## config.mk

```make
export PLATFORM = sky130hd
export DESIGN_NAME = debug_ram_bridge
export DESIGN_NICKNAME = d
export VERILOG_FILES = /design/src/rtl/debug_ram_bridge.sv
export SDC_FILE = /design/constraint.sdc
export NUM_CORES = 1
export LEC_CHECK = 0
export ABC_AREA = 1
export BUFFER_PORTS_ARGS = -buffer_cell sky130_fd_sc_hd__buf_2
export CAP_MARGIN = 40
export CORE_MARGIN = 8
export CORE_UTILIZATION = 51
export DETAILED_ROUTE_END_ITERATION = 16
export PLACE_DENSITY_LB_ADDON = 0.08
export SLEW_MARGIN = 30
export SYNTH_ARGS = -nofsm -noshare
export SYNTH_HDL_FRONTEND = slang
export SYNTH_SLANG_ARGS = --single-unit
```

## constraint.sdc

```tcl
create_clock -name CPU_CLK -period 2 [get_ports CPU_CLK]
set_input_delay 0.4 -clock CPU_CLK [delete_from_list [all_inputs] [get_ports CPU_CLK]]
set_output_delay 0.4 -clock CPU_CLK [all_outputs]
set_load 0.02 [all_outputs]
```

## src/rtl/debug_ram_bridge.sv

```systemverilog
// Host-side load/dump engine that drives the debug (second) port of the data or
// instruction BRAM and holds the CPU in reset while a command is in progress.
module debug_ram_bridge #(
    parameter int WORDS = 4096,
    parameter int CNTW  = 13
) (
    input  logic            CPU_CLK,
    input  logic            CPU_RST_N,
    input  logic            cmd_valid,
    output logic            cmd_ready,
    input  logic            cmd_op,
    input  logic            cmd_sel,
    input  logic [31:0]     cmd_base,
    input  logic [CNTW-1:0] cmd_count,
    input  logic            wr_valid,
    output logic            wr_ready,
    input  logic [31:0]     wr_data,
    output logic            rd_valid,
    input  logic            rd_ready,
    output logic [31:0]     rd_data,
    output logic [31:0]     rd_addr,
    output logic            done,
    output logic            cpu_hold,
    output logic [31:0]     Debug_DataRAM_A2,
    output logic [31:0]     Debug_DataRAM_WD2,
    output logic [3:0]      Debug_DataRAM_WE2,
    input  logic [31:0]     Debug_DataRAM_RD2,
    output logic [31:0]     Debug_InstRAM_A2,
    output logic [31:0]     Debug_InstRAM_WD2,
    output logic [3:0]      Debug_InstRAM_WE2,
    input  logic [31:0]     Debug_InstRAM_RD2
);

    typedef enum logic [2:0] {
        ST_IDLE,
        ST_LOAD,
        ST_RD_ISSUE,
        ST_RD_CAP,
        ST_RD_OUT,
        ST_FIN
    } state_t;

    state_t          r_state;
    state_t          w_next;
    logic [31:0]     r_addr;
    logic [CNTW-1:0] r_remain;
    logic            r_sel;
    logic [31:0]     r_a2;
    logic [31:0]     r_wd2;
    logic [3:0]      r_we2;
    logic [31:0]     r_rd_data;
    logic [31:0]     r_rd_addr;

    logic [31:0]     w_base;
    logic [CNTW-1:0] w_count;
    logic            w_last;
    logic            w_active;
    logic [31:0]     w_rd2;

    assign w_base   = cmd_base & ~32'h3;
    assign w_count  = (cmd_count > CNTW'(WORDS)) ? CNTW'(WORDS) : cmd_count;
    assign w_last   = (r_remain == CNTW'(1));
    assign w_active = (r_state != ST_IDLE);
    assign w_rd2    = r_sel ? Debug_InstRAM_RD2 : Debug_DataRAM_RD2;

    // NOTE: every flop below uses non-blocking assignment so all registers
    // update together from pre-edge values, independent of statement order.
    always_ff @(posedge CPU_CLK or negedge CPU_RST_N) begin
        if (!CPU_RST_N) begin
            r_state <= ST_IDLE;
        end else begin
            r_state <= w_next;
        end
    end

    // NOTE: all outputs of this block get a default first, so no path leaves
    // a signal unassigned and no latch is inferred.
    always_comb begin
        w_next    = r_state;
        cmd_ready = 1'b0;
        wr_ready  = 1'b0;
        rd_valid  = 1'b0;
        done      = 1'b0;
        cpu_hold  = 1'b1;
        unique case (r_state)
            ST_IDLE: begin
                cmd_ready = 1'b1;
                cpu_hold  = 1'b0;
                if (cmd_valid) begin
                    if (w_count == '0)  w_next = ST_FIN;
                    else if (cmd_op)    w_next = ST_RD_ISSUE;
                    else                w_next = ST_LOAD;
                end
            end
            ST_LOAD: begin
                wr_ready = 1'b1;
                if (wr_valid && w_last) w_next = ST_FIN;
            end
            ST_RD_ISSUE: w_next = ST_RD_CAP;
            ST_RD_CAP:   w_next = ST_RD_OUT;
            ST_RD_OUT: begin
                rd_valid = 1'b1;
                if (rd_ready) w_next = w_last ? ST_FIN : ST_RD_ISSUE;
            end
            ST_FIN: begin
                done   = 1'b1;
                w_next = ST_IDLE;
            end
            default: w_next = ST_IDLE;
        endcase
    end

    always_ff @(posedge CPU_CLK or negedge CPU_RST_N) begin
        if (!CPU_RST_N) begin
            r_addr    <= '0;
            r_remain  <= '0;
            r_sel     <= 1'b0;
            r_a2      <= '0;
            r_wd2     <= '0;
            r_we2     <= '0;
            r_rd_data <= '0;
            r_rd_addr <= '0;
        end else begin
            r_we2 <= '0;
            unique case (r_state)
                ST_IDLE: begin
                    if (cmd_valid) begin
                        r_addr   <= w_base;
                        r_remain <= w_count;
                        r_sel    <= cmd_sel;
                        r_a2     <= w_base;
                        r_wd2    <= '0;
                    end
                end
                ST_LOAD: begin
                    if (wr_valid) begin
                        r_a2     <= r_addr;
                        r_wd2    <= wr_data;
                        r_we2    <= 4'hF;
                        r_addr   <= r_addr + 32'd4;
                        r_remain <= r_remain - CNTW'(1);
                    end
                end
                ST_RD_CAP: begin
                    r_rd_data <= w_rd2;
                    r_rd_addr <= r_addr;
                end
                ST_RD_OUT: begin
                    // A2 steps with addr so the next RD_ISSUE presents the new word.
                    if (rd_ready) begin
                        r_addr   <= r_addr + 32'd4;
                        r_a2     <= r_addr + 32'd4;
                        r_remain <= r_remain - CNTW'(1);
                    end
                end
                default: ;
            endcase
        end
    end

    assign rd_data = r_rd_data;
    assign rd_addr = r_rd_addr;

    assign Debug_DataRAM_A2  = (w_active && !r_sel) ? r_a2  : '0;
    assign Debug_DataRAM_WD2 = (w_active && !r_sel) ? r_wd2 : '0;
    assign Debug_DataRAM_WE2 = (w_active && !r_sel) ? r_we2 : '0;
    assign Debug_InstRAM_A2  = (w_active &&  r_sel) ? r_a2  : '0;
    assign Debug_InstRAM_WD2 = (w_active &&  r_sel) ? r_wd2 : '0;
    assign Debug_InstRAM_WE2 = (w_active &&  r_sel) ? r_we2 : '0;

endmodule

```

; Word level (Yosys, flattened, before mapping)
; Cells that the tools add are included.
[word_totals]
ff_bits = 181
latch_bits = 0
ram_bits = 0
mem_bits_ro = 0
input_bits = 148
wordCells = 70
n_memories = 0
[op_classes]
n_addsub = 2
n_mul = 0
div = 0
order_cmp = 1
n_eq_ne = 10
n_shift = 0
muxes = 35
bitwise_logic = 0
n_reduce_logical = 13
[op_table]
columns = op, n
row1 = $mux 32, 11
row2 = $pmux 32 s3, 2
row3 = $pmux 32 s2, 1
row4 = $mux 13, 4
row5 = $pmux 13 s3, 1
row6 = $add 32x3->32 const B, 1
row7 = $mux 4, 4
row8 = $mux 3, 5
row9 = $pmux 3 s5, 1
row10 = $eq 13x1->1 const B, 1
row11 = $gt 13x13->1 const B, 1
row12 = $logic_not 13->1, 1
row13 = $sub 13x1->13 const B, 1
row14 = $ne 2x2->1 const B, 4
row15 = $eq 3x2->1 const B, 2
row16 = $eq 3x3->1 const B, 2
row17 = $reduce_and 3->1, 2
row18 = $reduce_bool 3->1, 2
row19 = $mux 1, 5
row20 = $reduce_and 4->1, 1
row21 = $eq 3x1->1 const B, 1
row22 = $logic_and 1x1->1, 3
row23 = $logic_not 3->1, 1
row24 = $mux 2, 1
row25 = 3 further kinds, 3

; Logic depth before layout (Yosys ltp)
; Gate-level depths: netlist of run 1.
[depth]
depth_word = 6
depth_mapped = 11
ltp_nobuf = 10

; Worst setup path before layout of run 1
; OpenSTA, ideal clock, no wires.
[synth_path]
path_kind = register to output
start = register r_state[1]
end = output port Debug_InstRAM_WE2[1]
arrival_ns = 1.847
t_required_ns = 1.600
path_slack_ns = -0.247
path_stages_with_launch = 9
path_cell_list = dfrtp_1 inv_2 nand2_2 nor2_4 inv_1 nand2_1 clkbuf_1 nor2_1 buf_4
[synth_between]
elab_chain_len = 3
[synth_rtl]
columns = element, line_no
row1 = start: declaration, 43  ; state_t r_state;
row2 = start signal: assignment, 72  ; r_state <= w_next;
row3 = $reduce_bool 3->1, 63  ; assign w_active = (r_state != ST_IDLE);
row4 = $logic_and 1x1->1, 169  ; assign Debug_InstRAM_WE2 = (w_active && r_sel) ? r_we2 : '0;
row5 = $mux 4, 169
row6 = end: declaration, 30  ; output logic [3:0] Debug_InstRAM_WE2,
; No other way between the ends.

; Worst setup path after layout of run 1
[layout_path]
start = register r_state[1]
end = output port Debug_InstRAM_WD2[27]
[layout_between]
elab_chain_len = 3
[layout_rtl]
columns = element, line_no
row1 = $reduce_bool 3->1, 63
row2 = $logic_and 1x1->1, 168  ; assign Debug_InstRAM_WD2 = (w_active && r_sel) ? r_wd2 : '0;
row3 = $mux 32, 168
row4 = end: declaration, 29  ; output logic [31:0] Debug_InstRAM_WD2,
; No other way between the ends.

==> results.md, run 1 <==
| Quantity | Reported | Unit |
|:---|:---|:---|
| Final core area utilization | 0.717 | - |
| Finished Layout Cells | 2,019 | - |
| Min-Delay Path Class | in2reg | - |
| Outcome | finished, violations left | - |
| CP startpoint kind | register | - |
| Cell count after synthesis | 1,421 | - |
| Tot Pwr | 25.7 | mW |
| RSZ-0062 raised after global routing | yes | - |
| Placement row count | 50 | - |
| Hold Path Depth | 2 | - |
| Core ar. | 18,800 | um^2 |
| Worst r2r src | r_state[1]$_DFFE_PN0P_ | - |
| Total I/O pin count | 353 | - |
| Longest individual stage delay on the worst path | 400 | ps |
| Number of pins exceeding their max-slew limit in the final report | 0 | - |
| Count of yosys warnings during synthesis | 0 | - |
| Die Ht | 155 | um |
| Required time worst endpoint | 1600 | ps |
| Biggest fanout along the worst timing path | 6 | - |
| Number of setup violations in the final report | 137 | - |
| Global-route wire length before repair | 53,200 | um |
| Clock-pin slew on the worst setup and hold paths | 70 | ps |
| CP top delay family | buffers and inverters | - |
| Layout overhead on the synthesized area | 37.1 | % |
| DR vias/cell | 5.23 | - |
| CTS H-tree depth | 4 | - |
| Actual transition at the worst max-transition pin | 517 | ps |
| Detailed placer's ending HPWL | 25,700 | um |
| Drt wl/cell | 17.6 | um |
| Number of synthesized flops with an enable pin | 0 | - |
| Initial core utilization | 0.523 | - |
| Arr. time, crit path | 1830 | ps |
| Number of clock sinks seen by CTS | 173 | - |
| Share of layout cells above drive strength 1 | 0.284 | - |
| Reg2reg setup slack | 60 | ps |
| Cell area after synthesis | 9810 | um^2 |
| Wire length after detailed routing | 35,600 | um |
| Violated checks | negative setup slack | - |
| Max-slew headroom at the worst pin | 0.655 | - |
| Instance area at placement | 11,900 | um^2 |
| Via count | 10.6k | - |
| Die width | 155 | um |
| Async SR Flop Fraction | 1.00 | - |
| Cts bufs inserted | 17 | - |
| Tcrit/Tclk final | 1.12 | - |
| Minimum clock period after layout | 2230 | ps |
| CP Class | reg2out | - |
| Endpoint of the worst-slack reg-to-reg timing path | r_a2[5]$_DFFE_PN0P_ | - |
| Number of I/O port buffers | 348 | - |
| Number of hold-slack violations in the final timing report | 0 | - |
| Drt first pass iters | 5 | - |
| Post-Synthesis Mean Instance Area | 6.90 | um^2 |
| Number of violations of the max-capacitance limit | 0 | - |
| Kind of capture point of the worst setup path | output pin | - |
| Max Buffers Root-to-Sink | 2 | - |
| Clock Skew | 6.21 | ps |
| Hold worst-path end | r_sel$_DFFE_PN0P_ | - |
| Cell type of the slowest stage on the worst timing path | sky130_fd_sc_hd__dfrtp_1 | - |
| CTS tree | yes | - |
| Remaining design rule violation count | 0 | - |
| Grt total ovfl | 0 | - |
| Die footprint | 23,900 | um^2 |
| Max IR drop VDD | 0.959 | mV |
| Count of different cell masters after synthesis | 37 | - |
| Worst-case reg-to-reg path depth | 11 | - |
| Remaining antenna violation count | 0 | - |
| Final Net Count | 1,917 | - |
| Setup ws final | -234 | ps |
| Via count of the first global-routing pass | 9,963 | - |
| Root Buffer Master | sky130_fd_sc_hd__clkbuf_16 | - |
| Seq/Total Area, Yosys | 0.441 | - |
| Maximum achievable frequency | 448 | MHz |
| Pwr per Cell Area | 1910 | nW/um^2 |
| Number of instances in the placed design | 1,958 | - |
| Insertion delay to the later sink of the worst-skew pair | 430 | ps |
| Most used DFF post-synth | sky130_fd_sc_hd__dfrtp_1 | - |
| Pleak | 6.99 | nW |
| Pre-CTS WS | 133 | ps |
| Count of buffering cells on the critical path with inverters included | 5 | - |
| Worst hold start | cmd_sel | - |
| Maximum number of pins on one net before global-route repair | 96 | - |
| Antenna violations before repair | 6 | - |
| List of cells traversed by the critical path | inv_2, nand2_4, nor2_4, inv_2, nand2_4, buf_12, clkbuf_16, nor2_2, buf_6 | - |
| Total track usage | 0.278 | - |
| Seq cells post-synth | 173 | - |
| Number of design-rule violations left by the first detailed-router iteration | 860 | - |
| Final instance area | 13,500 | um^2 |
| Gpl congestion | 0.966 | - |
synthesized netlist by cell type, types with 2 or more instances:
library cell	count	area, um^2
sky130_fd_sc_hd__a21oi_1	51	255
sky130_fd_sc_hd__buf_4	12	90.1
sky130_fd_sc_hd__nor3b_1	14	105
sky130_fd_sc_hd__xor2_1	5	43.8
sky130_fd_sc_hd__nand2_2	5	31.3
sky130_fd_sc_hd__nand3_2	2	20.0
sky130_fd_sc_hd__nand3_1	108	541
sky130_fd_sc_hd__buf_6	2	22.5
sky130_fd_sc_hd__dfrtp_1	173	4330
sky130_fd_sc_hd__o21ai_1	15	75.1
sky130_fd_sc_hd__inv_1	153	574
sky130_fd_sc_hd__buf_1	4	15.0
sky130_fd_sc_hd__ha_1	3	37.5
sky130_fd_sc_hd__nand4_1	3	18.8
sky130_fd_sc_hd__buf_2	41	205
sky130_fd_sc_hd__clkbuf_1	23	86.3
sky130_fd_sc_hd__nor3_1	2	10.0
sky130_fd_sc_hd__a31oi_1	8	50.1
sky130_fd_sc_hd__a22oi_1	7	52.6
sky130_fd_sc_hd__nor2_1	290	1090
sky130_fd_sc_hd__nor2_4	2	22.5
sky130_fd_sc_hd__o21ai_0	165	826
sky130_fd_sc_hd__inv_2	6	22.5
sky130_fd_sc_hd__nand2_1	314	1180
stage by stage:
stage | hold slack [ps] | TNS, ps
final | 198 | -25260
after global routing | 214 | -31680
after CTS | 194 | -23040
after detailed placement | 315 | 0
after global placement | 315 | 0
after floorplan | 104 | 0
worst max-delay path by stage:
stage	startpoint	end	slack [ps]	cells past startpoint
after floorplan	r_state[1]$_DFFE_PN0P_	Debug_InstRAM_WE2[1]	20	8
after global placement	r_state[0]$_DFFE_PN0P_	Debug_DataRAM_A2[1]	150	7
after detailed placement	r_state[0]$_DFFE_PN0P_	Debug_DataRAM_A2[27]	130	7
after CTS	r_state[1]$_DFFE_PN0P_	Debug_InstRAM_WD2[24]	-210	9
after global routing	r_state[1]$_DFFE_PN0P_	Debug_DataRAM_WD2[17]	-300	7
final	r_state[1]$_DFFE_PN0P_	Debug_InstRAM_WD2[27]	-230	9
registers in the layout, indices dropped and copies added (netlist names):
register and flops:
r_wd2 32, rd_data 32, r_a2 31, r_addr 30, rd_addr 30, r_remain 13, r_state 3, r_sel 1
r_we2 1
report_power, final:
| group | internal (mW) | switching (mW) | total, mW |
|---|---|---|---|
| Clock | 2.04 | 1.44 | 3.48 |
| Sequential | 5.25 | 1.09 | 6.34 |
| Combinational | 5.72 | 10.2 | 15.9 |
area by class of cell:
cell class	instances	area, um^2
clock buffers	19	453
repair buffers	407	2870
fillers	1542	5320
inverters	159	604
clock inverters	12	159
well taps	234	293
multi-input cells	1008	4720
flip-flops and latches	173	4330
diodes	7	17.5
per-layer routing:
metal | track usage | wire [um] | vias to the layer above | share of wire
li1 | - | - | 5181 | -
met1 | 0.340 | 14400 | 4899 | 0.41
met2 | 0.488 | 18000 | 435 | 0.51
met3 | 0.0488 | 2430 | 51 | 0.068
met4 | 0.0882 | 710 | 0 | 0.020
met5 | 0 | 0 | - | 0
placed cells by master, fill, tap and decap left out, types with 4 or more instances in the layout:
cell                          n
sky130_fd_sc_hd__a21oi_1     51
sky130_fd_sc_hd__a22oi_1      7
sky130_fd_sc_hd__a31oi_1      8
sky130_fd_sc_hd__buf_12      17
sky130_fd_sc_hd__buf_2      266
sky130_fd_sc_hd__buf_4       72
sky130_fd_sc_hd__buf_6       46
sky130_fd_sc_hd__clkbuf_16   19
sky130_fd_sc_hd__dfrtp_1    172
sky130_fd_sc_hd__diode_2      7
sky130_fd_sc_hd__inv_1      152
sky130_fd_sc_hd__inv_2        5
sky130_fd_sc_hd__nand2_1    312
sky130_fd_sc_hd__nand2_2      4
sky130_fd_sc_hd__nand2_4      4
sky130_fd_sc_hd__nand3_1    108
sky130_fd_sc_hd__nor2_1     247
sky130_fd_sc_hd__nor2_2      24
sky130_fd_sc_hd__nor2_4      22
sky130_fd_sc_hd__nor3b_1     14
sky130_fd_sc_hd__o21ai_0    164
sky130_fd_sc_hd__o21ai_1     16
sky130_fd_sc_hd__xor2_1       5
timing repair:
action	in CTS	in global routing
setup buffers	10	8
setup endpoints to repair	138	141
hold endpoints to repair	28	0
hold buffers	1	0
pin swaps	2	2
gates resized for setup	61	150
cloned	4	2
logic make-up (layout without fill, tap and decap cells):
group / count (synthesis) / after routing / synth area share
other: 1 / 9 / 0.000382
multiplexers: 1 / 1 / 0.00115
AND/OR/NAND/NOR: 746 / 746 / 0.313
XOR/XNOR: 5 / 5 / 0.00446
AO/OA/AOI/OAI: 251 / 251 / 0.132
flip-flops: 173 / 173 / 0.441
adder cells (fa/ha/maj): 3 / 3 / 0.00383
buffers and inverters: 241 / 597 / 0.104
No activity file was read; power rests on OpenSTA's default activity.
==> run 2, diff against run 1 <==
- BUFFER_PORTS_ARGS: -buffer_cell sky130_fd_sc_hd__buf_2 -> unset
- CORE_UTILIZATION: 51 -> 64
- DONT_BUFFER_PORTS: unset -> 1
==> results.md, run 2 (same netlist as run 1, synthesis figures left out) <==
| Quantity | Reported | Unit | Change |
|:---|:---|:---|:---|
| Global-route wire length before repair | 53,600 | um | was 53,200 um |
| Pwr per Cell Area | 2070 | nW/um^2 | was 1910 nW/um^2 |
| Number of clock sinks seen by CTS | 173 | - | unchanged |
| Arr. time, crit path | 1850 | ps | was 1830 ps |
| Clock-pin slew on the worst setup and hold paths | 70 | ps | about the same |
| Core ar. | 15,100 | um^2 | was 18,800 um^2 |
| CP startpoint kind | register | - | unchanged |
| Antenna violations before repair | 4 | - | was 6 |
| CP Class | reg2out | - | unchanged |
| Initial core utilization | 0.650 | - | was 0.523 |
| Number of design-rule violations left by the first detailed-router iteration | 1,168 | - | was 860 |
| Most common cell after layout, fill and taps aside | sky130_fd_sc_hd__nand2_1 | - | unchanged |
| Insertion delay to the later sink of the worst-skew pair | 440 | ps | was 430 ps |
| Biggest fanout along the worst timing path | 26 | - | was 6 |
| Detailed placer's ending HPWL | 24,600 | um | was 25,700 um |
| Minimum clock period after layout | 2250 | ps | was 2230 ps |
| Total I/O pin count | 353 | - | unchanged |
| Root Buffer Master | sky130_fd_sc_hd__clkbuf_16 | - | unchanged |
| Maximum achievable frequency | 445 | MHz | was 448 MHz |
| Cts bufs inserted | 17 | - | unchanged |
| Wire length after detailed routing | 36,300 | um | was 35,600 um |
| Total track usage | 0.348 | - | was 0.278 |
| Drt first pass iters | 5 | - | unchanged |
| CTS H-tree depth | 4 | - | unchanged |
| Finished Layout Cells | 1,742 | - | was 2,019 |
| Die footprint | 19,500 | um^2 | was 23,900 um^2 |
| List of cells traversed by the critical path | inv_2, nand2_2, nor2_4, or2_4, buf_12, nor2_1, buf_4 | - | was inv_2, nand2_4, nor2_4, inv_2, nand2_4, buf_12, clkbuf_16, nor2_2, buf_6 |
| Number of instances in the placed design | 1,694 | - | was 1,958 |
| Violated checks | negative hold slack, negative setup slack | - | was negative setup slack |
| Clock Skew | 8.20 | ps | was 6.21 ps |
| Die Ht | 140 | um | was 155 um |
| Maximum number of pins on one net before global-route repair | 174 | - | was 96 |
| Longest individual stage delay on the worst path | 380 | ps | was 400 ps |
| Die width | 140 | um | was 155 um |
| Required time worst endpoint | 1600 | ps | about the same |
| Number of setup violations in the final report | 137 | - | unchanged |
| Reg2reg setup slack | 20 | ps | was 60 ps |
| Final Net Count | 1,689 | - | was 1,917 |
| Instance area at placement | 11,000 | um^2 | was 11,900 um^2 |
| RSZ-0062 raised after global routing | yes | - | unchanged |
| Kind of capture point of the worst setup path | output pin | - | unchanged |
| Gpl congestion | 0.959 | - | was 0.966 |
| Tcrit/Tclk final | 1.12 | - | about the same |
| Max-slew headroom at the worst pin | 0.647 | - | was 0.655 |
| Number of I/O port buffers | 0 | - | was 348 |
| CTS tree | yes | - | unchanged |
| Setup ws final | -247 | ps | was -234 ps |
| Cell type of the slowest stage on the worst timing path | sky130_fd_sc_hd__dfrtp_1 | - | unchanged |
| Layout overhead on the synthesized area | 25.1 | % | was 37.1% |
| Outcome | finished, violations left | - | unchanged |
| Worst hold slack | -348 | ps | was 198 ps |
| Number of violations of the max-capacitance limit | 0 | - | unchanged |
| Commonest cells after routing, fill and taps aside | sky130_fd_sc_hd__nand2_1, sky130_fd_sc_hd__nor2_1, sky130_fd_sc_hd__dfrtp_1 | - | was sky130_fd_sc_hd__nand2_1, sky130_fd_sc_hd__buf_2, sky130_fd_sc_hd__nor2_1 |
| CP top delay family | simple AND/OR/NAND/NOR gates | - | was buffers and inverters |
| Number of hold-slack violations in the final timing report | 173 | - | was 0 |
| Max IR drop VDD | 1.25 | mV | was 0.959 mV |
| Actual transition at the worst max-transition pin | 530 | ps | was 517 ps |
| Via count | 10.4k | - | was 10.6k |
| Count of buffering cells on the critical path with inverters included | 3 | - | was 5 |
| Tot Pwr | 25.4 | mW | was 25.7 mW |
| Via count of the first global-routing pass | 9,606 | - | was 9,963 |
| DR vias/cell | 5.96 | - | was 5.23 |
| Grt total ovfl | 0 | - | unchanged |
| Remaining antenna violation count | 0 | - | unchanged |
| Placement row count | 45 | - | was 50 |
| Pleak | 6.02 | nW | was 6.99 nW |
| Min-Delay Path Class | in2async | - | was in2reg |
| Final instance area | 12,300 | um^2 | was 13,500 um^2 |
| Share of layout cells above drive strength 1 | 0.174 | - | was 0.284 |
| Max Buffers Root-to-Sink | 2 | - | unchanged |
| Number of pins exceeding their max-slew limit in the final report | 0 | - | unchanged |
| Remaining design rule violation count | 0 | - | unchanged |
| Drt wl/cell | 20.8 | um | was 17.6 um |
==> run 2: changes by cell type in the layout (fill, tap and decap cells not counted), moves of 2 or more <==
| cell | delta |
|---|---|
| sky130_fd_sc_hd__nand2_4 | -3 |
| sky130_fd_sc_hd__buf_2 | -266 |
| sky130_fd_sc_hd__buf_16 | -2 |
| sky130_fd_sc_hd__nand2_2 | +2 |
| sky130_fd_sc_hd__buf_6 | -12 |
| sky130_fd_sc_hd__buf_4 | +52 |
| sky130_fd_sc_hd__nor2_4 | +7 |
| sky130_fd_sc_hd__nor2_1 | +8 |
| sky130_fd_sc_hd__nor2_2 | -15 |
| sky130_fd_sc_hd__diode_2 | -4 |
==> run 2: what timing repair did <==
item / CTS / global route
pin swaps: 2 / 3
setup buffers: 7 / 3
endpoints found under the setup margin: 137 / 139
cloned: 5 / 2
hold endpoints to repair: 173 / 173
resized for setup: 55 / 67
==> run 2: path summary, 6_finish.rpt <==
| check | from | endpoint | cells after the start |
|---|---|---|---|
| hold / removal | CPU_RST_N | r_remain[8]$_DFFE_PN0P_ | 0 |
| min in group CPU_CLK | cmd_count[1] | r_remain[1]$_DFFE_PN0P_ | 2 |
| hold reg to reg | r_remain[11]$_DFFE_PN0P_ | r_remain[11]$_DFFE_PN0P_ | 2 |
| max in group asynchronous | CPU_RST_N | rd_addr[30]$_DFFE_PN0P_ | 0 |
| setup reg to reg | r_state[0]$_DFFE_PN0P_ | r_a2[26]$_DFFE_PN0P_ | 11 |
| setup / recovery | r_state[0]$_DFFE_PN0P_ | Debug_DataRAM_WD2[6] | 7 |
==> run 2: per-stage QoR <==
stage / setup WS, ps / hold WS, ps / setup TNS, ps / util
after floorplan: 19.6 / 104 / 0 / -
after global placement: 159 / 108 / 0 / 0.731
after detailed placement: 124 / 108 / 0 / 0.731
after CTS: -181 / -347 / -18350 / 0.798
after global routing: -297 / -359 / -27490 / 0.813
final: -247 / -348 / -21100 / 0.813
==> run 2: where the power goes <==
part	total (mW)	internal, mW	switching (mW)
clock	3.53	2.02	1.51
combinational	14.4	5.22	9.20
sequential	7.43	5.25	2.19
==> run 2: worst reg2reg max path, delay by kind of cell, from the launching register on <==
family | cells | cell delay, ps
DFF | 1 | 380
buffers and inverters | 5 | 670
AOI/OAI and AO/OA | 1 | 180
and+or+nand+nor | 5 | 660
==> run 2: routing by layer <==
metal  track usage  part of all wire  vias to the layer above
met4         0.167             0.053                        2
met1         0.413              0.36                     4803
met2         0.581              0.48                      706
met5             0           0.00036                        -
li1              -                 -                     4720
met3        0.0879              0.10                      143
==> run 2: area by class of cell <==
class	instances	area [um^2]
Antenna cell	3	7.51
Clock buffer	18	439
Clock inverter	14	183
Fill cell	999	2820
Inverter	159	603
Multi-Input combinational cell	1008	4730
Sequential cell	173	4330
Tap cell	188	235
Timing Repair Buffer	179	1750
==> run 3, diff against run 2 <==
- TNS_END_PERCENT: unset -> 1
==> results.md, run 3 (same netlist as run 1, synthesis figures left out) <==
| Quantity | Reported | Unit | Change |
|:---|:---|:---|:---|
| Outcome | finished, violations left | - | unchanged |
| Violated checks | negative hold slack, negative setup slack | - | unchanged |
| Endpoint of the worst-slack reg-to-reg timing path | r_a2[5]$_DFFE_PN0P_ | - | was r_a2[26]$_DFFE_PN0P_ |
| Number of pins exceeding their max-slew limit in the final report | 0 | - | unchanged |
| Drt first pass iters | 5 | - | unchanged |
| Global-route wire length before repair | 50,200 | um | was 53,600 um |
| Detailed placer's ending HPWL | 23,900 | um | was 24,600 um |
| Worst r2r src | r_state[1]$_DFFE_PN0P_ | - | was r_state[0]$_DFFE_PN0P_ |
| CTS H-tree depth | 4 | - | unchanged |
| Minimum clock period after layout | 2160 | ps | was 2250 ps |
| DR vias/cell | 5.77 | - | was 5.96 |
| Layout overhead on the synthesized area | 19.6 | % | was 25.1% |
| Max-slew headroom at the worst pin | 0.619 | - | was 0.647 |
| Placement row count | 45 | - | unchanged |
| Total negative slack for setup checks | -14,800 | ps | was -21,100 ps |
| Via count | 9,879 | - | was 10.4k |
| Gpl congestion | 0.992 | - | was 0.959 |
| Max Buffers Root-to-Sink | 2 | - | unchanged |
| Number of violations of the max-capacitance limit | 0 | - | unchanged |
| Final Net Count | 1,661 | - | was 1,689 |
| Remaining design rule violation count | 0 | - | unchanged |
| Number of design-rule violations left by the first detailed-router iteration | 891 | - | was 1,168 |
| Actual transition at the worst max-transition pin | 571 | ps | was 530 ps |
| Required time worst endpoint | 1600 | ps | about the same |
| RSZ-0062 raised after global routing | yes | - | unchanged |
| Number of hold-slack violations in the final timing report | 173 | - | unchanged |
| Wire length after detailed routing | 32,900 | um | was 36,300 um |
| Tcrit/Tclk final | 1.08 | - | was 1.12 |
| Worst hold slack | -339 | ps | was -348 ps |
| Antenna violations before repair | 2 | - | was 4 |
| Maximum achievable frequency | 464 | MHz | was 445 MHz |
| Footprint of the flip-flops and latches | 4330 | um^2 | about the same |
| Root Buffer Master | sky130_fd_sc_hd__clkbuf_16 | - | unchanged |
| Maximum number of pins on one net before global-route repair | 174 | - | unchanged |
| Insertion delay to the later sink of the worst-skew pair | 430 | ps | was 440 ps |
| Remaining antenna violation count | 0 | - | unchanged |
| Die width | 140 | um | unchanged |
| Initial core utilization | 0.650 | - | unchanged |
| Die Ht | 140 | um | unchanged |
| Via count of the first global-routing pass | 9,168 | - | was 9,606 |
| Clock Skew | 12.4 | ps | was 8.20 ps |
| CTS tree | yes | - | unchanged |
| Max IR drop VDD | 1.03 | mV | was 1.25 mV |
| Number of setup violations in the final report | 136 | - | was 137 |
| Arr. time, crit path | 1760 | ps | was 1850 ps |
| Core ar. | 15,100 | um^2 | unchanged |
| Total track usage | 0.327 | - | was 0.348 |
| Kind of capture point of the worst setup path | output pin | - | unchanged |
| Pleak | 5.81 | nW | was 6.02 nW |
| Worst-case reg-to-reg path depth | 10 | - | was 11 |
| Pwr per Cell Area | 2020 | nW/um^2 | was 2070 nW/um^2 |
| Reg2reg setup slack | 110 | ps | was 20 ps |
| Biggest fanout along the worst timing path | 7 | - | was 26 |
| Clock-pin slew on the worst setup and hold paths | 70 | ps | about the same |
| Commonest cells after routing, fill and taps aside | sky130_fd_sc_hd__nand2_1, sky130_fd_sc_hd__nor2_1, sky130_fd_sc_hd__dfrtp_1 | - | unchanged |
| Number of clock sinks seen by CTS | 173 | - | unchanged |
| Pre-CTS WS | 77.4 | ps | was 124 ps |
| Most common cell after layout, fill and taps aside | sky130_fd_sc_hd__nand2_1 | - | unchanged |
| Finished Layout Cells | 1,713 | - | was 1,742 |
| Grt total ovfl | 0 | - | unchanged |
| Critical Path Sink | Debug_DataRAM_A2[0] | - | was Debug_DataRAM_WD2[6] |
| CP Class | reg2out | - | unchanged |
| Setup ws final | -156 | ps | was -247 ps |
| Area of the multi-input gates | 4590 | um^2 | was 4730 um^2 |
| Number of instances in the placed design | 1,671 | - | was 1,694 |
| Filler cells | 1,176 | - | was 999 |
| Drt wl/cell | 19.2 | um | was 20.8 um |
| Cts bufs inserted | 17 | - | unchanged |
| Total I/O pin count | 353 | - | unchanged |
| CP startpoint kind | register | - | unchanged |
| Critical path startpoint | r_state[0]$_DFFE_PN0P_ | - | unchanged |
| Number of I/O port buffers | 0 | - | unchanged |
| Min-Delay Path Class | in2async | - | unchanged |
| Die footprint | 19,500 | um^2 | unchanged |
| Share of layout cells above drive strength 1 | 0.152 | - | was 0.174 |
==> run 3: metal layers <==
| metal | GRT usage | routed length (um) |
|---|---|---|
| met3 | 0.0749 | 2960 |
| met2 | 0.536 | 15900 |
| met1 | 0.396 | 12500 |
| met4 | 0.171 | 1530 |
| met5 | 0 | 0 |
==> run 3: area by class of cell <==
type	count	share of cell area
diodes	2	0.000426
clock buffers	17	0.0362
clock inverters	15	0.0160
inverters	159	0.0508
multi-input cells	1008	0.391
flip-flops and latches	173	0.369
well taps	188	0.0200
repair buffers	151	0.116
==> run 3: power by group <==
part           switching (mW)  internal [mW]  leakage [nW]
clock                    1.47           1.99         0.296
combinational            8.36           4.52          3.40
sequential               2.12           5.25          2.12
==> run 3: through the flow <==
step / hold slack [ps] / power (mW) / cell area, um^2 / util
floorplan: 104 / 15.4 / 9830 / -
global placement: 108 / 19.0 / 10900 / 0.719
detailed placement: 109 / 19.3 / 10900 / 0.719
CTS: -345 / 23.5 / 11700 / 0.775
global route: -351 / 25.3 / 11700 / 0.778
finish: -339 / 23.7 / 11700 / 0.778
==> run 3: worst min-delay path by stage <==
stage          depth (start not counted)                  endpoint  startpoint
2_1_floorplan                          0      r_a2[10]$_DFFE_PN0P_   CPU_RST_N
6_report                               0   r_remain[7]$_DFFE_PN0P_   CPU_RST_N
4_1_cts                                0   r_remain[7]$_DFFE_PN0P_   CPU_RST_N
3_3_place_gp                           0   r_remain[9]$_DFFE_PN0P_   CPU_RST_N
5_1_grt                                0  r_remain[11]$_DFFE_PN0P_   CPU_RST_N
3_5_place_dp                           0   r_remain[7]$_DFFE_PN0P_   CPU_RST_N
==> run 3: repair_timing <==
| item | CTS | global route |
|---|---|---|
| hold endpoints to repair | 173 | 173 |
| buffers inserted | 6 | 0 |
| gates cloned | 3 | 0 |
| setup endpoints to repair | 137 | 139 |
| gates resized for setup | 35 | 11 |
| pin swaps | 2 | 1 |
==> run 3: critical path, stage by stage (launching register included) <==
cell and delay (ps):
sky130_fd_sc_hd__dfrtp_1 380, sky130_fd_sc_hd__inv_2 50, sky130_fd_sc_hd__nand2_2 80, sky130_fd_sc_hd__nor2_4 50
sky130_fd_sc_hd__or2_4 280, sky130_fd_sc_hd__buf_4 210, sky130_fd_sc_hd__nor2_2 110, sky130_fd_sc_hd__buf_6 160
